File: src/rtl/led_seq_ctrl.sv
// LED pattern sequencer: rotate-left, rotate-right, ping-pong and flash patterns
// advanced by prescaler ticks, with a pending-mode register applied on the next step.
module led_seq_ctrl #(
    parameter int NB_LEDS = 4
) (
    input  logic               clk,
    input  logic               rst,
    input  logic               i_tick,
    input  logic               i_run,
    input  logic [1:0]         i_mode_req,
    input  logic               i_mode_load,
    input  logic               i_clear,
    output logic [NB_LEDS-1:0] o_leds,
    output logic [2:0]         o_state,
    output logic               o_pending,
    output logic               o_wrap
);

    typedef enum logic [2:0] {
        S_IDLE  = 3'b000,
        S_ROTL  = 3'b001,
        S_ROTR  = 3'b010,
        S_PP    = 3'b011,
        S_FLASH = 3'b100
    } state_t;

    localparam logic [NB_LEDS-1:0] SEED_LSB = NB_LEDS'(1);
    localparam logic [NB_LEDS-1:0] SEED_MSB = {1'b1, {(NB_LEDS-1){1'b0}}};
    localparam logic [NB_LEDS-1:0] ALL_ONES = '1;

    state_t     state;
    logic [1:0] pend_mode;
    logic       dir_left;

    logic       step;
    logic       apply_valid;
    logic [1:0] apply_mode;
    logic       state_legal;

    // A load in the same cycle as a step is applied immediately, bypassing the register.
    assign step        = i_tick & i_run;
    assign apply_valid = i_mode_load | o_pending;
    assign apply_mode  = i_mode_load ? i_mode_req : pend_mode;
    assign state_legal = (state inside {S_IDLE, S_ROTL, S_ROTR, S_PP, S_FLASH});
    assign o_state     = state;

    // NOTE: every register here is written with <= so all next-state terms read pre-edge values.
    always_ff @(posedge clk or posedge rst) begin
        if (rst) begin
            state     <= S_IDLE;
            o_leds    <= '0;
            o_pending <= 1'b0;
            o_wrap    <= 1'b0;
            dir_left  <= 1'b1;
            pend_mode <= 2'b00;
        end else if (i_clear) begin
            state     <= S_IDLE;
            o_leds    <= '0;
            o_pending <= 1'b0;
            o_wrap    <= 1'b0;
            dir_left  <= 1'b1;
        end else begin
            o_wrap <= 1'b0;
            if (i_mode_load) begin
                pend_mode <= i_mode_req;
                o_pending <= 1'b1;
            end

            if (!state_legal) begin
                state  <= S_IDLE;
                o_leds <= '0;
            end else if (step) begin
                if (apply_valid) begin
                    o_pending <= 1'b0;
                    case (apply_mode)
                        2'b00: begin
                            state  <= S_ROTL;
                            o_leds <= SEED_LSB;
                        end
                        2'b01: begin
                            state  <= S_ROTR;
                            o_leds <= SEED_MSB;
                        end
                        2'b10: begin
                            state    <= S_PP;
                            o_leds   <= SEED_LSB;
                            dir_left <= 1'b1;
                        end
                        default: begin
                            state  <= S_FLASH;
                            o_leds <= ALL_ONES;
                        end
                    endcase
                end else begin
                    case (state)
                        S_IDLE: begin
                            state  <= S_ROTL;
                            o_leds <= SEED_LSB;
                        end
                        S_ROTL: begin
                            o_leds <= {o_leds[NB_LEDS-2:0], o_leds[NB_LEDS-1]};
                            o_wrap <= o_leds[NB_LEDS-1];
                        end
                        S_ROTR: begin
                            o_leds <= {o_leds[0], o_leds[NB_LEDS-1:1]};
                            o_wrap <= o_leds[0];
                        end
                        S_PP: begin
                            // Direction flips on the edge the lit bit lands on an end.
                            if (dir_left) begin
                                o_leds <= o_leds << 1;
                                if (o_leds[NB_LEDS-2]) begin
                                    dir_left <= 1'b0;
                                    o_wrap   <= 1'b1;
                                end
                            end else begin
                                o_leds <= o_leds >> 1;
                                if (o_leds[1]) begin
                                    dir_left <= 1'b1;
                                    o_wrap   <= 1'b1;
                                end
                            end
                        end
                        S_FLASH: begin
                            o_leds <= ~o_leds;
                            o_wrap <= &o_leds;
                        end
                        default: begin
                            state  <= S_IDLE;
                            o_leds <= '0;
                        end
                    endcase
                end
            end
        end
    end

endmodule

File: config.mk
export PLATFORM = sky130hd
export DESIGN_NAME = led_seq_ctrl
export DESIGN_NICKNAME = d
export VERILOG_FILES = /design/src/rtl/led_seq_ctrl.sv
export SDC_FILE = /design/constraint.sdc
export NUM_CORES = 1
export LEC_CHECK = 0
export ABC_AREA = 0
export CAP_MARGIN = 25
export CORE_ASPECT_RATIO = 0.75
export CORE_UTILIZATION = 25
export CTS_CLUSTER_DIAMETER = 60
export DETAILED_ROUTE_END_ITERATION = 12
export HOLD_SLACK_MARGIN = 0.06
export SLEW_MARGIN = 20
export SYNTH_ARGS = -nofsm -noshare
export SYNTH_HDL_FRONTEND = slang
export SYNTH_SLANG_ARGS = --single-unit
File: constraint.sdc
create_clock -name clk -period 4.2 [get_ports clk]
set_input_delay 0.42 -clock clk [delete_from_list [all_inputs] [get_ports clk]]
set_output_delay 0.42 -clock clk [all_outputs]
set_load 0.01 [all_outputs]
After elaboration in Yosys (flattened, before gate mapping)
Cells that the tools add are included.

Bits in registers: 12. Bits of input ports: 8. Output and inout bits: 9. Word-level logic and storage cells: 64.

Equal/unequal tests: 9. Muxes and demuxes: 35. Bitwise logic cells: 3. Reduce and logical (&&, ||, !) cells: 11.

Operator list (number): $mux W1 (20); $mux W4 (5); $pmux W4 S5 (1); $mux W3 (4); $pmux W3 S3 (1); $pmux W4 S2 (1); $reduce_and A4 Y1 (2); $eq A3 B2 Y1 const B (2); $pmux W3 S2 (1); $reduce_bool A5 Y1 (1); $ne A4 B4 Y1 const B (1); $not A4 Y4 (1); $pmux W1 S4 (1); $reduce_bool A2 Y1 (2); $reduce_or A4 Y1 (1); $eq A3 B1 Y1 const B (1); $eq A3 B3 Y1 const B (1); $logic_not A3 Y1 (1); $ne A3 B2 Y1 const B (1); $ne A3 B3 Y1 const B (1); $reduce_bool A3 Y1 (1); $eq A2 B1 Y1 const B (1); $eq A2 B2 Y1 const B (1); $logic_not A2 Y1 (1); 5 further kinds (5).

Longest topological paths before layout
Word-level depth: 8. Mapped depth: 7. Depth with buffers taken out: 7.

Worst setup path after synthesis
Ideal clock, no wire load.

Path kind: input to register. From: in i_mode_load. To: reg o_leds[2]. Setup time: 0.124 ns. Arrival: 1.312 ns. Data required time: 4.076 ns. Setup slack: 2.764 ns. Stages: 4. Buffers on the path: 0. Cell sequence: mux2_2 > ha_1 > o221a_2 > o31a_1.

Word-level cells in the longest chain between the ends: 8. Elaborated cells between the ends (all ways): 11. Those cells by class: eq/ne (2); mux (6); bitwise (1); reduce/logical (2).

RTL lines: from (decl) (RTL line 11) `input logic i_mode_load,`; $mux W2; $eq A2 B2 Y1 / $logic_not A2 Y1 (equally long branches) (RTL line 75) `case (apply_mode)`; $reduce_or A2 Y1 (no source line); $pmux W4 S2 (RTL line 75); $mux W4 * (RTL line 73) `if (apply_valid) begin`; $mux W4 * (RTL line 72) `end else if (step) begin`; $mux W4 * (RTL line 69) `if (!state_legal) begin`; $mux W4 * (RTL line 56) `end else if (i_clear) begin`; to (signal assigned) (RTL line 101) `o_leds <= {o_leds[NB_LEDS-2:0], o_leds[NB_LEDS-1]};`; to (signal assigned) (RTL line 105) `o_leds <= {o_leds[0], o_leds[NB_LEDS-1:1]};`; to (signal assigned) (RTL line 111) `o_leds <= o_leds << 1;`; to (decl) (RTL line 13) `output logic [NB_LEDS-1:0] o_leds,`.

Every way passes the cells marked *; elsewhere a longest branch is shown, timed or not. The select of a mux whose other input is x is not followed. A chain may end at the register's enable or synchronous reset.

Worst setup path in the final report
From: reg state[1] (netlist: o_state[1]). To: out o_state[1].

RTL lines: from (decl) (RTL line 31) `state_t state;`; from (signal assigned) (RTL line 50) `state <= S_IDLE;`; from (signal assigned) (RTL line 57) `state <= S_IDLE;`; from (signal assigned) (RTL line 70) `state <= S_IDLE;`; to (decl) (RTL line 14) `output logic [2:0] o_state,`.

No word-level cell between the ends.

==> run_results.csv <==
group,metric,value,unit
timing,clock_skew,4.31,ps
timing,tns,0,ps
clocking,cts_tree,"yes",
place,place_hpwl,1480,um
setup_path,worst-setup-path-type,"register to primary output",
timing,finalSetupViolCount,0,
yosys,synth_common_cells,"dfrtp_1 (11), nor2_1 (10), a21oi_1 (6), nand2_1 (6), nor3_1 (6)",
die,die_x,68.6,um
pwr,seqPwrFrac,43.5,%
cells_and_area,synthToLayoutAreaGrowth,25.6,%
job,drv_cap,0,
timing,hold_violations,0,
timing,slew_viol_final,0,
setup_path,path_buf_inv,1,
yosys,synth_area,831,um^2
die,start_util,27.3,%
clocking,path_clk_slew,60,ps
routing,vias,763,
worst_hold_path,hold_class,"primary input to async pin",
routing,drc,0,
yosys,synth_top_area_share,33.1,%
cells_and_area,fin_nets,120,
die,fp-row-count,17,
grt,track_usage,13.7,%
yosys,synth_area_leaders,"dfrtp_1 (33%), mux2_2 (5.4%), ha_1 (4.5%), nor2_1 (4.5%), nand2b_1 (3.8%)",
setup_path,path_delay_family,"buffers and inverters",
yosys,synth_seq_area_share,36.3,%
clocking,htree_levels,1,
setup_path,critPathCaptureType,"primary output",
grt,grt_pass1_vias,665,
yosys,syn_avg_cell_area,8.93,um^2
pwr,p_int,227,uW
pwr,clockPowerShare,34.9,%
yosys,synthArstFlopShare,100,%
yosys,ys_types,35,
routing,drtIter0Drc,53,
yosys,synth-xor-area-share,0,%
die,pin_count,17,
setup_path,start_kind,"register",
setup_path,cp_cell_sequence,"clkdlybuf4s50_1",
timing,layout_min_cycle_time,1900,ps
yosys,synth.most_common_cell,"dfrtp_1",
timing,timing.final.ws_setup,2300,ps
clocking,cts_made_buffers,3,
setup_path,slowest_stage,"clkdlybuf4s50_1",
pwr,switching_share,28.8,%
grt,grt_first_pass_wirelength,3440,um
yosys,synth_top_family_by_area,"simple AND/OR/NAND/NOR gates",
clocking,cts.path.max_buffers,2,
grt,grt-ovfl-total,0,
yosys,synth_cells,93,
yosys,synthMuxAreaShare,5.42,%
yosys,synth_simple_gate_area_share,26.1,%
grt,antenna_found_initial,0,
setup_path,cp_slowest_stage_delay,630,ps
yosys,synth_fa_ha_area_share,4.52,%
yosys,yosysTopAreaCell,"dfrtp_1",
yosys,syn_nets,104,
timing,rsz0062_at_grt,"false",
routing,final_antenna_net_count,0,
routing,wl_per_cell,13.8,um
yosys,yosys_most_used_dff,"dfrtp_1",
timing,fmaxAchievable,527,MHz
cells_and_area,drive_above_1_share,13.9,%
pwr,vdd_drop_max,191,uV
cells_and_area,postLayoutCoreUtil,34.3,%
clocking,clock-root-buffer,"clkbuf_8",
setup_path,arrival,1480,ps
cells_and_area,num_antenna_cells,0,
place,portBuffers,16,
clocking,holdBufCountCts,0,
pwr,comb_power_share,21.6,%
yosys,synth_compound_area_share,21.1,%
yosys,yosys_warnings,0,
die,dieArea,0.00356,mm^2
clocking,post_cts_resized,0,
place,place_congestion,0.828,
status,status,"finished, final reports clean",
clocking,post-cts-setup-buffer-count,0,
cells_and_area,fillers,324,
timing,max_slew_margin,66.9,%
yosys,synth_seq_cells,12,
place,pre_cts_ws,2080,ps
die,core-area,0.00304,mm^2
routing,via_per_inst,5.23,
timing,post-route-period-util,45.2,%
pwr,p_switching,91.8,uW
pwr,p_per_area,305,mW/mm^2
routing,wirelength,2020,um
yosys,synth-edff-count,0,
setup_path,required,3780,ps
die,die-height,51.9,um
setup_path,crit_path_max_fanout,14,
clocking,cts_sinks,12,
timing,worstMarginPinSlew,496,ps
clocking,worstSkewPairLatency,240,ps
grt,grt_max_degree,15,
pwr,cellLeakagePower,0.000402,uW
routing,first_pass_iters,4,
[placed cells by master, fill, tap and decap left out]
master / netlist / final
clkdlybuf4s50_1: 0 / 16
dfrtp_1: 11 / 11
nor2_1: 10 / 10
nand2_1: 6 / 6
a21oi_1: 6 / 6
nor3_1: 6 / 6
nand2b_1: 5 / 5
nand3_1: 5 / 5
inv_1: 4 / 4
mux2_2: 4 / 4
o21ai_0: 3 / 3
ha_1: 3 / 3
clkbuf_8: 0 / 3
nor4_1: 2 / 2
a211oi_1: 2 / 2
a21oi_2: 2 / 2
o221a_2: 2 / 2
o31a_1: 2 / 2
and2_1: 1 / 1
o21a_1: 1 / 1
o41ai_1: 1 / 1
o21bai_1: 1 / 1
or2_1: 1 / 1
nand3b_1: 1 / 1
or2b_1: 1 / 1
a21o_1: 1 / 1
a2111oi_2: 1 / 1
or3b_4: 1 / 1
nand4_1: 1 / 1
nor4_2: 1 / 1
o21ai_1: 1 / 1
o22ai_1: 1 / 1
clkbuf_1: 0 / 1
dfstp_2: 1 / 1
[through the flow]
step | cells | cell area, um^2 | hold WS (ps) | power [uW]
6_report | 146 | 1040 | 497 | 318
5_1_grt | 146 | 1040 | 527 | 339
4_1_cts | 146 | 1040 | 509 | 323
3_5_place_dp | 142 | 998 | 496 | 209
3_3_place_gp | 142 | 998 | 492 | 209
2_1_floorplan | 93 | 831 | 284 | 183
[final cells by class]
type	instances	area (um^2)	area share [%]
repair buffers	16	160	15.3
well taps	38	47.5	4.56
clock buffers	4	45.0	4.32
multi-input cells	72	474	45.4
inverters	4	15.0	1.44
flip-flops and latches	12	302	28.9
[logic make-up (layout without fill, tap and decap cells)]
family          count (synthesis)  after routing
mux                             4              4
fa+ha+maj                       3              3
simple gates                   41             41
flops                          12             12
buf+inv                         9             24
compound gates                 24             24
[sequential cells by signal (all words and copies together) (netlist names)]
register,cells
o_leds,4
o_state,3
o_pending,1
pend_mode,2
o_wrap,1
dir_left,1
[path summary, 6_finish.rpt]
kind,from,end,slack (ps),cells past startpoint
setup / recovery,o_state[1]$_DFFE_PP0P_,o_state[1],2300,1
hold reg to reg,pend_mode[1]$_DFFE_PP0N_,pend_mode[1]$_DFFE_PP0N_,500,1
min in group clk,pend_mode[1]$_DFFE_PP0N_,pend_mode[1]$_DFFE_PP0N_,500,1
max in group asynchronous,rst,dir_left$_DFFE_PP1P_,3340,2
setup reg to reg,o_state[0]$_DFFE_PP0P_,o_leds[2]$_DFFE_PP0P_,2520,4
hold / removal,rst,o_leds[1]$_DFFE_PP0P_,500,2
[routing by layer]
layer / track usage [%] / wire, um / up-vias
li1: - / - / 371
met1: 20.8 / 1020 / 360
met2: 18.0 / 829 / 30
met3: 4.61 / 163 / 2
met4: 3.13 / 7 / 0
met5: 0 / 0 / -
[power by group through the flow]
stage / sequential [uW] / combinational (uW) / clock (uW)
floorplan: 136 / 46.9 / 0
global route: 140 / 77.2 / 122
detailed placement: 141 / 68.8 / 0
CTS: 139 / 69.2 / 115
finish: 139 / 68.7 / 111
global placement: 140 / 68.9 / 0
(Power assumes the default switching activity.)
